**src/rtl/btn_step_pulser.sv**
```systemverilog
// Debounces a bouncy push-button and emits one-cycle step pulses, with auto-repeat while the button is held.
// Latency: 2-cycle synchronizer + DEBOUNCE_CYCLES from the first stable-high sample to the first StepPulse.
// Backpressure: none; this is a free-running strobe source with no ready input.
module btn_step_pulser #(
    parameter int DEBOUNCE_CYCLES = 8192,
    parameter int REPEAT_DELAY    = 4000000,
    parameter int REPEAT_PERIOD   = 1000000,
    parameter int CNT_W           = 16
) (
    input  logic             i_clk,
    input  logic             i_rst_n,
    input  logic             i_btn,
    output logic             o_btn_level,
    output logic             o_step_pulse,
    output logic             o_repeat_active,
    output logic [CNT_W-1:0] o_step_count
);

    // A single timer serves every state, so it is sized for the longest interval.
    localparam int MAX_A = (DEBOUNCE_CYCLES > REPEAT_DELAY) ? DEBOUNCE_CYCLES : REPEAT_DELAY;
    localparam int MAX_T = (MAX_A > REPEAT_PERIOD) ? MAX_A : REPEAT_PERIOD;
    localparam int TMR_W = $clog2(MAX_T + 1);

    localparam logic [TMR_W-1:0] DB_LAST  = TMR_W'(DEBOUNCE_CYCLES - 1);
    localparam logic [TMR_W-1:0] RD_LAST  = TMR_W'(REPEAT_DELAY - 1);
    localparam logic [TMR_W-1:0] RP_LAST  = TMR_W'(REPEAT_PERIOD - 1);

    typedef enum logic [2:0] {
        ST_IDLE       = 3'd0,
        ST_DB_PRESS   = 3'd1,
        ST_HELD       = 3'd2,
        ST_REPEAT     = 3'd3,
        ST_DB_RELEASE = 3'd4
    } state_t;

    logic             r_sync1;
    logic             r_sync2;
    state_t           r_state;
    state_t           w_state_nxt;
    logic [TMR_W-1:0] r_timer;
    logic [TMR_W-1:0] w_timer_nxt;
    logic             w_timer_clr;
    logic             w_pulse;
    logic             w_level_nxt;
    logic             w_repeat_nxt;
    logic             r_btn_level;
    logic             r_step_pulse;
    logic             r_repeat_active;
    logic [CNT_W-1:0] r_step_count;

    // Two-flop synchronizer for the asynchronous button pin.
    always_ff @(posedge i_clk or negedge i_rst_n) begin
        if (!i_rst_n) begin
            r_sync1 <= 1'b0;
            r_sync2 <= 1'b0;
        end else begin
            r_sync1 <= i_btn;
            r_sync2 <= r_sync1;
        end
    end

    // Next-state logic; the pulse is raised only on the press-accept and repeat transitions.
    always_comb begin
        w_state_nxt = r_state;
        w_timer_clr = 1'b0;
        w_pulse     = 1'b0;
        case (r_state)
            ST_IDLE: begin
                if (r_sync2) w_state_nxt = ST_DB_PRESS;
            end
            ST_DB_PRESS: begin
                if (!r_sync2) begin
                    w_state_nxt = ST_IDLE;
                end else if (r_timer == DB_LAST) begin
                    w_state_nxt = ST_HELD;
                    w_pulse     = 1'b1;
                end
            end
            ST_HELD: begin
                if (!r_sync2) begin
                    w_state_nxt = ST_DB_RELEASE;
                end else if (r_timer == RD_LAST) begin
                    w_state_nxt = ST_REPEAT;
                    w_pulse     = 1'b1;
                end
            end
            ST_REPEAT: begin
                if (!r_sync2) begin
                    w_state_nxt = ST_DB_RELEASE;
                end else if (r_timer == RP_LAST) begin
                    w_timer_clr = 1'b1;
                    w_pulse     = 1'b1;
                end
            end
            ST_DB_RELEASE: begin
                // Re-press during release debounce goes back to HELD without a new pulse.
                if (r_sync2) begin
                    w_state_nxt = ST_HELD;
                end else if (r_timer == DB_LAST) begin
                    w_state_nxt = ST_IDLE;
                end
            end
            default: begin
                w_state_nxt = ST_IDLE;
            end
        endcase
    end

    // Timer restarts on every state change and on each repeat period; idles at zero.
    always_comb begin
        w_timer_nxt = r_timer + 1'b1;
        if (w_state_nxt != r_state || w_timer_clr || r_state == ST_IDLE) begin
            w_timer_nxt = '0;
        end
    end

    // Level is high from accepted press to accepted release; repeat flag only in REPEAT.
    always_comb begin
        w_level_nxt  = (w_state_nxt == ST_HELD) || (w_state_nxt == ST_REPEAT) ||
                       (w_state_nxt == ST_DB_RELEASE);
        w_repeat_nxt = (w_state_nxt == ST_REPEAT);
    end

    // State, timer and registered outputs.
    always_ff @(posedge i_clk or negedge i_rst_n) begin
        if (!i_rst_n) begin
            r_state         <= ST_IDLE;
            r_timer         <= '0;
            r_btn_level     <= 1'b0;
            r_step_pulse    <= 1'b0;
            r_repeat_active <= 1'b0;
        end else begin
            r_state         <= w_state_nxt;
            r_timer         <= w_timer_nxt;
            r_btn_level     <= w_level_nxt;
            r_step_pulse    <= w_pulse;
            r_repeat_active <= w_repeat_nxt;
        end
    end

    // Step counter advances during the pulse cycle; wraps silently.
    always_ff @(posedge i_clk or negedge i_rst_n) begin
        if (!i_rst_n) begin
            r_step_count <= '0;
        end else if (r_step_pulse) begin
            r_step_count <= r_step_count + 1'b1;
        end
    end

    assign o_btn_level     = r_btn_level;
    assign o_step_pulse    = r_step_pulse;
    assign o_repeat_active = r_repeat_active;
    assign o_step_count    = r_step_count;

endmodule

```
**config.mk**
```make
export PLATFORM = sky130hd
export DESIGN_NAME = btn_step_pulser
export DESIGN_NICKNAME = d
export VERILOG_FILES = /design/src/rtl/btn_step_pulser.sv
export SDC_FILE = /design/constraint.sdc
export NUM_CORES = 1
export LEC_CHECK = 0
export ABC_AREA = 1
export BUFFER_PORTS_ARGS = -buffer_cell sky130_fd_sc_hd__buf_4
export CORE_MARGIN = 1
export CORE_UTILIZATION = 45
export CTS_CLUSTER_DIAMETER = 30
export DETAILED_ROUTE_END_ITERATION = 10
export GPL_TIMING_DRIVEN = 0
export SLEW_MARGIN = 30
export SYNTH_ARGS = -nofsm -noshare
export SYNTH_HDL_FRONTEND = slang
export SYNTH_SLANG_ARGS = --single-unit
```
**constraint.sdc**
```tcl
create_clock -name i_clk -period 2.55 [get_ports i_clk]
set_input_delay 0.1275 -clock i_clk [delete_from_list [all_inputs] [get_ports i_clk]]
set_output_delay 0.1275 -clock i_clk [all_outputs]
set_load 0.02 [all_outputs]
```
==> key figures, run 1 <==
Status
  • Outcome: finished clean

Yosys
  • Post-Syn Instances: 271
  • Post-synth cell types: 31
  • Syn nets: 276
  • Seq cells post-synth: 46
  • Cell Area, Synth: approximately 0.0024 mm²
  • Sequential element share of the synthesized area: 47.6%
  • YS warnings: 0
  • Synthesized area per cell: 8.92 µm²

Cells and area
  • Final net count: 306
  • Diodes inserted: 0
  • Filler cell count in the final layout: 509
  • Layout cells sized above 1: 24.2%
  • Syn-to-layout area delta: 15.3%
  • Final core utilization: between 50 and 60%

Drt
  • DRT iter0 DRCs: 77
  • Detail Route Antenna Nets: 0
  • DR vias: 1758
  • DRC Markers: 0
  • Final wirelength: 4270 µm
  • Drt via density: between 4 and 5
  • DRT Pass-1 Iters: 4
  • Wire per inst: approximately 11 µm

Die
  • Die Span X: between 70 and 80 µm
  • Core area: just over 0.005 mm²
  • Die area: 0.00567 mm²
  • Starting Density: 47.0%
  • IO Pins: 22
  • Die Ht: approximately 75 µm
  • Row count: 26

Power
  • Max VDD drop: 274 µV
  • Power density cells: about 460 mW/mm²
  • Leakage Power: 1.31 nW
  • Overall power: 1.29 mW

Clock network
  • Worst-path clk slew: 0.09 ns
  • H-tree Lvls: 2
  • Clk Latency, worst-skew pair: 0.30 ns
  • Clock root cell: clkbuf_8
  • Number of buffers created by CTS: 5
  • Post-CTS Setup Bufs: 0
  • Clock Sinks: 46
  • Clock Path Buffers: 2
  • CTS tree: yes

STA
  • Worst-margin pin slew: 0.573 ns
  • Layout Skew: 0.00775 ns
  • FMAX: 478 MHz
  • Setup TNS after final layout: 0 ns
  • Slew margin rel.: 61.8%
  • # setup viols final: 0
  • Tmin final: ~2.1 ns
  • Hold violation count in the final report: 0
  • RSZ-0062 raised after global routing: no
  • Fin crit share: 82.1%
  • Fin. max-slew vios: 0

Setup path
  • Worst-path fanout max: 10
  • CP cell instances: ha_1 -> nand3_2 -> nor3_4 -> nand3_2 -> nand2_1 -> nand3_2 -> nand2_2 -> nand2_1 -> nand2_1 -> nand3_2 -> buf_6 -> nor2_2
  • Worst path top cell family by delay: simple AND/OR/NAND/NOR gates
  • Slowest stage delay, CP: between 0.4 and 0.5 ns
  • Worst path bufs/invs: 1
  • Path type of the worst setup path: flop to flop
  • Arrival time at the worst endpoint: 2.33 ns
  • Crit start category: flop
  • CP most frequent cell: nand3_2
  • Crit. End Element: flop
  • Worst path required time: 2.78 ns
  • CP max stage cell: dfrtp_1

Global route
  • Initial antenna violation count: 0
  • Grt met2 use: 25.8%
  • GR peak layer: met2
  • Met1 Usage GRT: 24.7%
  • First-pass GRT wire length: between 7000 and 8000 µm
  • Total track usage: 17.1%
  • Pin count of the biggest net entering global routing: 47
  • GRT Residual Overflow: 0
  • GR Layer Usage met3: 2.81%
  • Vias in the first global route: 1611

Hold path
  • HP Class: flop to flop

Placed design
  • Routability congestion estimate from global placement: about 0.86
  • Hpwl dp: 3140 µm
  • Buffers on Ports: 21

Job
  • Max-Cap Viols: 0
placed cells by master, fill, tap and decap left out, drive strengths merged, types with 2 or more instances in the layout:
cell type    synthesis  final
a21oi                2      2
buf                  4     25
clkbuf               1      8
clkinv               1      2
dfrtp               46     46
dlygate4sd3          0      2
ha                   2      2
inv                 31     31
nand2               46     46
nand3               23     23
nand4               11     11
nor2                51     51
nor3                 8      8
nor4                 4      4
o21ai                2      2
or2                  3      3
xnor2               15     15
xor2                16     16
where the power goes:
group          internal, mW  total, mW  switching (mW)
registers             0.733      0.738         0.00503
logic                0.0174     0.0612          0.0437
clock network         0.248      0.494           0.246
total                 0.999       1.29           0.294
per-stage QoR:
step | hold slack, ns | setup slack (ns) | instance area, µm² | instances
6_report | 0.354 | 0.458 | 2790 | 372
5_1_grt | 0.360 | 0.249 | 2790 | 372
4_1_cts | 0.358 | 0.426 | 2790 | 372
3_5_place_dp | 0.179 | 0.445 | 2660 | 362
3_3_place_gp | 0.175 | 0.463 | 2660 | 362
2_1_floorplan | -0.168 | 0.780 | 2420 | 271
cell usage after synthesis (all sizes together):
master	instances	area [µm²]
a31o	1	8.76
dfrtp	46	1150
o21ai	2	10.0
nor2	51	251
nor3	8	56.3
and3	1	6.26
o32ai	1	8.76
nor4	4	25.0
a21oi	2	21.3
nand2	46	183
xor2	16	140
nand3	23	135
clkbuf	1	3.75
or2	3	18.8
inv	31	116
mux2	1	11.3
nor3b	1	7.51
clkinv	1	3.75
ha	2	25.0
xnor2	15	131
buf	4	32.5
nand4	11	68.8
flip-flops by register name, summed over array words and instances, names as in the netlist:
| register | count |
|---|---|
| r_timer | 22 |
| o_step_count | 16 |
| r_state | 3 |
| o_btn_level | 1 |
| o_repeat_active | 1 |
| o_step_pulse | 1 |
| r_sync1 | 1 |
| r_sync2 | 1 |
final timing paths:
| check | cells after the start | slack, ns | end | startpoint |
|---|---|---|---|---|
| max | 12 | 0.46 | r_timer[12] | r_timer[0] |
| min | 0 | 0.35 | r_sync2 | r_sync1 |
| max reg2reg | 12 | 0.46 | r_timer[12] | r_timer[0] |
| min reg2reg | 0 | 0.35 | r_sync2 | r_sync1 |
| max in group asynchronous | 2 | 1.80 | r_timer[0] | i_rst_n |
| min in group asynchronous | 2 | 0.37 | r_timer[3] | i_rst_n |
kinds of logic (layout without fill, tap and decap cells):
family | after synthesis | count (layout) | share of synthesized area, %
AOI/OAI and AO/OA | 6 | 6 | 2.02
xor gates and xnor gates | 31 | 31 | 11.2
adders and majority gates | 2 | 2 | 1.04
buffers and inverters | 37 | 68 | 6.47
DFF | 46 | 46 | 47.6
muxes | 1 | 1 | 0.466
and+or+nand+nor | 148 | 148 | 31.1
final cells by class:
| type | instances | area (µm²) | share of cell area (%) |
|---|---|---|---|
| clock inverter | 1 | 8.76 | 0.314 |
| timing repair buffer | 23 | 178 | 6.38 |
| multi-input combinational | 188 | 1110 | 39.8 |
| tap | 70 | 87.6 | 3.14 |
| inverter | 32 | 120 | 4.31 |
| sequential | 46 | 1150 | 41.3 |
| buffer | 5 | 36.3 | 1.30 |
| clock buffer | 7 | 96.3 | 3.46 |
layer usage:
layer  wire (µm)  share of wire, %  vias to the layer above
met2        1890                44                       20
li1            -                 -                      918
met4          78               1.8                        0
met5           0                 0                        -
met3         115               2.7                        7
met1        2180                51                      813
repair_timing:
action	CTS	global route
endpoints found under the hold margin	47	0
gates resized for setup	0	0
hold buffers	2	0
Note: power is estimated with default switching activity, not from simulation.
==> run 2: changes to the inputs <==
clock period = 2.1 ns   (was 2.55 ns; I/O delays follow)
==> run 2 against run 1 <==
Effect of this change:
- cell count is 1.1% higher
- combinational power increased by 41%
- die area unchanged
- non-clock buffer count up 4
- total power increased by 22%
- fmax up 7.2%
- routed wire length is 1.2% higher
- sequential power increased by 21%
- critical path type unchanged
- core utilization increased by 1.6 points
- worst hold slack got worse by 0.0085 ns
==> key figures, run 2 (same netlist as run 1, synthesis figures left out) <==
Status
  • Outcome: finished clean (unchanged)

Placed design
  • Hpwl dp: 3140 µm (unchanged)
  • Placed Cells: 362 (unchanged)
  • Pre-CTS setup slack: -0.00500 ns (was 0.445 ns)
  • Routability congestion estimate from global placement: 0.865 (unchanged)
  • Placement Cell Area: 0.00266 mm² (unchanged)
  • Buffers on Ports: 21 (unchanged)

Setup path
  • Crit. End Element: flop (unchanged)
  • Crit start category: flop (unchanged)
  • Reg-to-Reg End: r_timer[2] (was r_timer[12])
  • Worst-path fanout max: 10 (unchanged)
  • Crit path from: r_timer[1] (was r_timer[0])
  • CP Capture Point: r_timer[2] (was r_timer[12])
  • CP cell instances: ha_4 -> nand3_4 -> nor3_4 -> buf_4 -> nand3_1 -> nand3_2 -> nand2_2 -> nand2_1 -> nand2_1 -> nand3_4 -> buf_8 -> nor2_2 (was ha_1 -> nand3_2 -> nor3_4 -> nand3_2 -> nand2_1 -> nand3_2 -> nand2_2 -> nand2_1 -> nand2_1 -> nand3_2 -> buf_6 -> nor2_2)
  • Path type of the worst setup path: flop to flop (unchanged)
  • CP max stage cell: dfrtp_1 (unchanged)
  • Arrival time at the worst endpoint: 2.14 ns (was 2.33 ns)
  • Critical register-to-register path startpoint: r_timer[1] (was r_timer[0])
  • Worst path required time: 2.29 ns (was 2.78 ns)
  • FF-to-FF path depth: 12 (unchanged)
  • R2R Setup Slk: 0.15 ns (was 0.46 ns)
  • Slowest stage delay, CP: 0.40 ns (was 0.41 ns)

Cells and area
  • Max reg flops: 22 (unchanged)
  • Diodes inserted: 0 (unchanged)
  • Most flops, register: r_timer (unchanged)
  • Most frequent cells in the layout: dfrtp_1 (46), nand2_1 (42), inv_1 (29) (was dfrtp_1 (46), nand2_1 (42), inv_1 (29), nor2_1 (29))
  • Finished Layout Cells: 376 (was 372)
  • Most common cell after layout, fill and taps aside: dfrtp_1 (unchanged)
  • Final net count: 310 (was 306)
  • Final core utilization: 55.8% (was 54.2%)
  • Syn-to-layout area delta: 18.8% (was 15.3%)
  • Final instance area: 0.00287 mm² (was 0.00279 mm²)
  • Layout cells sized above 1: 26.8% (was 24.2%)

STA
  • Slew margin rel.: 62.0% (was 61.8%)
  • Tmin final: 1.95 ns (was 2.09 ns)
  • Fin. max-slew vios: 0 (unchanged)
  • Hold_ws: 0.346 ns (was 0.354 ns)
  • Fin crit share: 92.9% (was 82.1%)
  • Setup ws final: 0.148 ns (was 0.458 ns)
  • Layout Skew: 0.00767 ns (was 0.00775 ns)
  • Setup TNS after final layout: 0 ns (unchanged)
  • Hold violation count in the final report: 0 (unchanged)
  • Worst-margin pin slew: 0.570 ns (was 0.573 ns)
  • # setup viols final: 0 (unchanged)
  • FMAX: 512 MHz (was 478 MHz)

Clock network
  • Clk Latency, worst-skew pair: 0.30 ns (about the same)
  • Worst-path clk slew: 0.08 ns (was 0.09 ns)
  • Number of buffers created by CTS: 5 (unchanged)
  • CTS tree: yes (unchanged)
  • H-tree Lvls: 2 (unchanged)
  • Clock root cell: clkbuf_8 (unchanged)
  • Clock Path Buffers: 2 (unchanged)
  • Clock Sinks: 46 (unchanged)

Power
  • Overall power: 1.58 mW (was 1.29 mW)
  • Leakage Power: 1.34 nW (was 1.31 nW)
  • Max VDD drop: 389 µV (was 274 µV)
  • Power density cells: 551 mW/mm² (was 464 mW/mm²)

Drt
  • WL met1: 2220 µm (was 2180 µm)
  • Top Layer Used: met4 (unchanged)
  • WL met2: 1890 µm (unchanged)
  • DR vias: 1766 (was 1758)
  • DRT iter0 DRCs: 70 (was 77)
  • Drt via density: 4.70 (was 4.73)
  • DRC Markers: 0 (unchanged)
  • Final wirelength: 4320 µm (was 4270 µm)
  • DRT Pass-1 Iters: 4 (unchanged)
  • Metal3 WL: 131 µm (was 115 µm)
  • Detail Route Antenna Nets: 0 (unchanged)
  • Wire per inst: 11.5 µm (about the same)

Global route
  • Vias in the first global route: 1619 (was 1611)
  • Initial antenna violation count: 0 (unchanged)
  • GRT Residual Overflow: 0 (unchanged)
  • Pin count of the biggest net entering global routing: 47 (unchanged)
  • First-pass GRT wire length: 7330 µm (was 7250 µm)
  • Total track usage: 17.4% (was 17.1%)

Die
  • Row count: 26 (unchanged)
  • Die Ht: 75.3 µm (unchanged)
  • Die area: 0.00567 mm² (unchanged)
  • Die Span X: 75.3 µm (unchanged)
  • Core area: 0.00514 mm² (unchanged)
  • Starting Density: 47.0% (unchanged)
  • IO Pins: 22 (unchanged)

Job
  • Max-Cap Viols: 0 (unchanged)

Hold path
  • HP Class: primary input to async pin (was flop to flop)
[run 2: power breakdown]
| group | total, mW | switching [mW] | internal, mW |
|---|---|---|---|
| sequential | 0.896 | 0.00595 | 0.891 |
| clock | 0.600 | 0.298 | 0.302 |
| combinational | 0.0863 | 0.0568 | 0.0295 |
| total | 1.58 | 0.361 | 1.22 |
[run 2: what timing repair did]
| action | 4_1_cts | 5_1_grt |
|---|---|---|
| hold buffers | 2 | 0 |
| buffers inserted | 2 | 3 |
| pin swaps | 2 | 2 |
| gates resized for setup | 6 | 4 |
| endpoints found under the hold margin | 47 | 0 |
| setup endpoints to repair | 19 | 20 |
| gates cloned | 0 | 0 |
[run 2: metal layers]
| metal | GRT usage (%) | vias to the layer above |
|---|---|---|
| li1 | - | 923 |
| met1 | 25.2 | 808 |
| met2 | 26.1 | 28 |
| met3 | 2.81 | 7 |
| met4 | 6.79 | 0 |
| met5 | 0 | - |
[run 2: how the worst min path moves through the flow]
stage / from / endpoint / depth (start not counted)
after detailed placement: i_rst_n / r_timer[3] / 1
after global placement: i_rst_n / r_timer[2] / 1
after global routing: r_sync1 / r_sync2 / 0
final: i_rst_n / r_timer[3] / 2
after floorplan: i_rst_n / o_btn_level / 0
after CTS: r_sync1 / r_sync2 / 0
[run 2: worst max-delay path: cells and delay by family (launching register included)]
kind          cells  cell delay (ns)
simple gates      9             0.94
flops             1             0.40
fa+ha+maj         1             0.17
buf+inv           2             0.33
[run 2: cell type report]
| type | instances | area, µm² |
|---|---|---|
| flip-flops and latches | 46 | 1150 |
| clock buffers | 7 | 96.3 |
| well taps | 70 | 87.6 |
| repair buffers | 28 | 215 |
| inverters | 32 | 120 |
| clock inverters | 1 | 8.76 |
| fillers | 509 | 2270 |
| multi-input cells | 188 | 1150 |
| plain buffers | 4 | 45.0 |
==> run 3: changes to the inputs <==
ABC_AREA = not set   (was 1)
==> run 3 against run 2 <==
Effect of this change:
- the flow now finishes with violations (setup timing)
- non-clock buffer count is 5 higher
- first-iteration DRC count decreased by 30%
- area after synthesis decreased by 5.5%
- fmax fell by 8.0%
- register-to-register slack got worse by 0.17 ns
- sequential share of layout area grew 1.1 points
- flip-flop and latch count unchanged
- core utilization increased by 2.6 points
- critical path type unchanged
- largest cell class unchanged
==> key figures, run 3 <==
Drt
  • Drt via density: 5.23 (was 4.70)
  • DRC Markers: 0 (unchanged)
  • DR vias: 1678 (was 1766)
  • DRT iter0 DRCs: 49 (was 70)
  • Wire per inst: 13.9 µm (was 11.5 µm)
  • Final wirelength: 4460 µm (was 4320 µm)
  • DRT Pass-1 Iters: 4 (unchanged)
  • Detail Route Antenna Nets: 0 (unchanged)

Placed design
  • Placed Cells: 303 (was 362)
  • Placement Cell Area: 0.00254 mm² (was 0.00266 mm²)
  • Hpwl dp: 3010 µm (was 3140 µm)
  • Buffers on Ports: 21 (unchanged)
  • Pre-CTS setup slack: -0.468 ns (was -0.00500 ns)
  • Routability congestion estimate from global placement: 0.839 (was 0.865)

Cells and area
  • Finished Layout Cells: 321 (was 376)
  • Most common cell after layout, fill and taps aside: dfrtp_1 (unchanged)
  • Max reg flops: 22 (unchanged)
  • Most frequent cells in the layout: dfrtp_1 (45), buf_4 (28), nor2_1 (23) (was dfrtp_1 (46), nand2_1 (42), inv_1 (29))
  • Most flops, register: r_timer (unchanged)
  • Syn-to-layout area delta: 22.5% (was 18.8%)
  • Final net count: 258 (was 310)
  • Layout cells sized above 1: 25.6% (was 26.8%)
  • Final core utilization: 58.4% (was 55.8%)
  • Final instance area: 0.00280 mm² (was 0.00287 mm²)
  • Filler cell count in the final layout: 424 (was 509)
  • Diodes inserted: 0 (unchanged)

Yosys
  • Post-Syn Instances: 215 (was 271)
  • Ys flop type: dfrtp_1 (unchanged)
  • YS warnings: 0 (unchanged)
  • Yosys top cell area share: 50.4% (was 47.6%)
  • Synth area leaders: dfrtp_1 (50%), xor2_1 (6.9%), xnor2_1 (6.1%) (was dfrtp_1 (48%), nand2_1 (6.5%), xor2_1 (5.8%))
  • Dominant cell type by area after synthesis: dfrtp_1 (unchanged)
  • Seq cells post-synth: 46 (unchanged)
  • Post-synth ARST share: 100% (unchanged)
  • Synth top cells by count: dfrtp_1 (46), nor2_1 (23), nand3_1 (18), xor2_1 (18), xnor2_1 (16) (was dfrtp_1 (46), nand2_1 (42), inv_1 (29), nor2_1 (29), nor2_2 (21))
  • Cell Area, Synth: 0.00228 mm² (was 0.00242 mm²)
  • Syn nets: 220 (was 276)
  • Sequential element share of the synthesized area: 50.4% (was 47.6%)
  • Post-synth cell types: 42 (was 31)
  • Count leader, synth: dfrtp_1 (unchanged)
  • Synthesized area per cell: 10.6 µm² (was 8.92 µm²)
  • Number of flops mapped to enable cells by yosys: 0 (unchanged)

Setup path
  • Worst-path fanout max: 10 (unchanged)
  • R2R Setup Slk: -0.02 ns (was 0.15 ns)
  • Worst path bufs/invs: 2 (unchanged)
  • Path type of the worst setup path: flop to flop (unchanged)
  • CP max stage cell: or4_4 (was dfrtp_1)
  • Worst path required time: 2.28 ns (was 2.29 ns)
  • Worst path top cell family by delay: simple AND/OR/NAND/NOR gates (unchanged)
  • Crit start category: flop (unchanged)
  • Crit. End Element: flop (unchanged)
  • Arrival time at the worst endpoint: 2.30 ns (was 2.14 ns)
  • CP cell instances: nand4bb_1 -> or4_4 -> o41a_1 -> a211oi_4 -> buf_6 -> buf_12 -> a21oi_2 (was ha_4 -> nand3_4 -> nor3_4 -> buf_4 -> nand3_1 -> nand3_2 -> nand2_2 -> nand2_1 -> nand2_1 -> nand3_4 -> buf_8 -> nor2_2)
  • Slowest stage delay, CP: 0.52 ns (was 0.40 ns)

STA
  • # setup viols final: 14 (was 0)
  • Hold violation count in the final report: 0 (unchanged)
  • Tmin final: 2.12 ns (was 1.95 ns)
  • Layout Skew: 0.00784 ns (was 0.00767 ns)
  • Fin. max-slew vios: 0 (unchanged)
  • Setup TNS after final layout: -0.139 ns (was 0 ns)
  • Setup ws final: -0.0206 ns (was 0.148 ns)
  • Slew margin rel.: 53.5% (was 62.0%)
  • FMAX: 472 MHz (was 512 MHz)
  • Hold_ws: 0.343 ns (was 0.346 ns)
  • Fin crit share: 101% (was 92.9%)
  • RSZ-0062 raised after global routing: yes
  • Worst-margin pin slew: 0.693 ns (was 0.570 ns)

Hold path
  • HP Class: primary input to async pin (unchanged)

Clock network
  • Clock Sinks: 46 (unchanged)
  • Number of buffers created by CTS: 5 (unchanged)
  • Clock Path Buffers: 2 (unchanged)
  • Clock root cell: clkbuf_8 (unchanged)
  • Clk Latency, worst-skew pair: 0.30 ns (about the same)
  • H-tree Lvls: 2 (unchanged)
  • Worst-path clk slew: 0.09 ns (was 0.08 ns)
  • CTS tree: yes (unchanged)

Die
  • Die Span X: 73.2 µm (was 75.3 µm)
  • Core area: 0.00479 mm² (was 0.00514 mm²)
  • Starting Density: 47.7% (was 47.0%)
  • Die area: 0.00536 mm² (was 0.00567 mm²)
  • IO Pins: 22 (unchanged)
  • Row count: 25 (was 26)
  • Die Ht: 73.2 µm (was 75.3 µm)

Global route
  • Vias in the first global route: 1630 (was 1619)
  • Total track usage: 18.5% (was 17.4%)
  • Pin count of the biggest net entering global routing: 47 (unchanged)
  • GRT Residual Overflow: 0 (unchanged)
  • Initial antenna violation count: 0 (unchanged)
  • First-pass GRT wire length: 7450 µm (was 7330 µm)

Status
  • Failing checks: setup timing
  • Outcome: finished with violations (was finished clean)

Power
  • P_sw: 0.337 mW (was 0.361 mW)
  • Clock power share: 45.7% (was 37.9%)
  • Cell Int Power: 1.42 mW (was 1.22 mW)
  • Leakage Power: 1.21 nW (was 1.34 nW)
  • Max VDD drop: 392 µV (was 389 µV)
  • Overall power: 1.76 mW (was 1.58 mW)
  • Combinational power share: 3.5% (was 5.5%)
  • Sw frac: 19.2% (was 22.8%)
  • Power density cells: 629 mW/mm² (was 551 mW/mm²)
  • Seq pwr share: 50.8% (was 56.6%)

Job
  • Max-Cap Viols: 0 (unchanged)
run 3: cell types whose count changed after synthesis, moves of 4 or more:
cell	previous run	this run
and2_1	0	4
and3_1	1	5
inv_1	29	0
nand2_1	42	15
nand2_2	4	0
nor2_1	29	23
nor2_2	21	0
nor3_2	1	9
run 3: cell families (layout without fill, tap and decap cells):
kind of cell / Yosys count / count (layout) / share of synthesized area [%]
AOI/OAI and AO/OA: 15 / 15 / 5.04
buffers and inverters: 6 / 45 / 1.81
muxes: 1 / 1 / 0.493
adders and majority gates: 2 / 2 / 1.10
xor gates and xnor gates: 34 / 34 / 13.0
and+or+nand+nor: 111 / 111 / 28.1
DFF: 46 / 46 / 50.4
run 3: layout make-up:
| type | instances | area [µm²] | share of cell area (%) |
|---|---|---|---|
| plain buffers | 6 | 53.8 | 1.92 |
| clock buffers | 6 | 82.6 | 2.95 |
| clock inverters | 2 | 60.1 | 2.15 |
| multi-input cells | 163 | 1120 | 40.1 |
| flip-flops and latches | 46 | 1150 | 41.2 |
| well taps | 67 | 83.8 | 3.00 |
| repair buffers | 31 | 241 | 8.64 |
run 3: worst register-to-register path, stage by stage (launching register included):
cell,delay (ns)
dfrtp_1,0.41
nand4bb_1,0.19
or4_4,0.52
o41a_1,0.37
a211oi_4,0.18
buf_6,0.15
buf_12,0.14
a21oi_2,0.04
run 3: repair_timing:
action                                  4_1_cts  5_1_grt
pin swaps                                     3        0
resized for setup                             5        3
gates cloned                                  0        0
buffers inserted                              7        1
endpoints found under the setup margin       23       22
hold buffers                                  2        0
hold endpoints to repair                     47        0
run 3: path summary, 6_finish.rpt:
check / startpoint / endpoint / cells past startpoint
max in group asynchronous: i_rst_n / r_timer[9] / 2
hold reg to reg: r_sync1 / r_sync2 / 0
setup reg to reg: r_timer[12] / r_timer[8] / 7
setup / recovery: r_timer[12] / r_timer[8] / 7
min in group i_clk: r_sync1 / r_sync2 / 0
hold / removal: i_rst_n / o_repeat_active / 2
run 3: power by group through the flow:
stage / Combinational (mW) / Clock [mW] / Sequential [mW]
floorplan: 0.0242 / 0 / 0.911
global placement: 0.0500 / 0 / 0.912
detailed placement: 0.0502 / 0 / 0.912
CTS: 0.0613 / 0.832 / 0.893
global route: 0.0698 / 0.861 / 0.894
finish: 0.0613 / 0.803 / 0.893
run 3: metal layers:
metal	wire length, µm	vias up	GRT usage, %
met2	2170	23	31.0
met4	66	0	7.41
met3	101	7	4.42
li1	-	827	-
met1	2120	821	22.8
met5	0	-	0
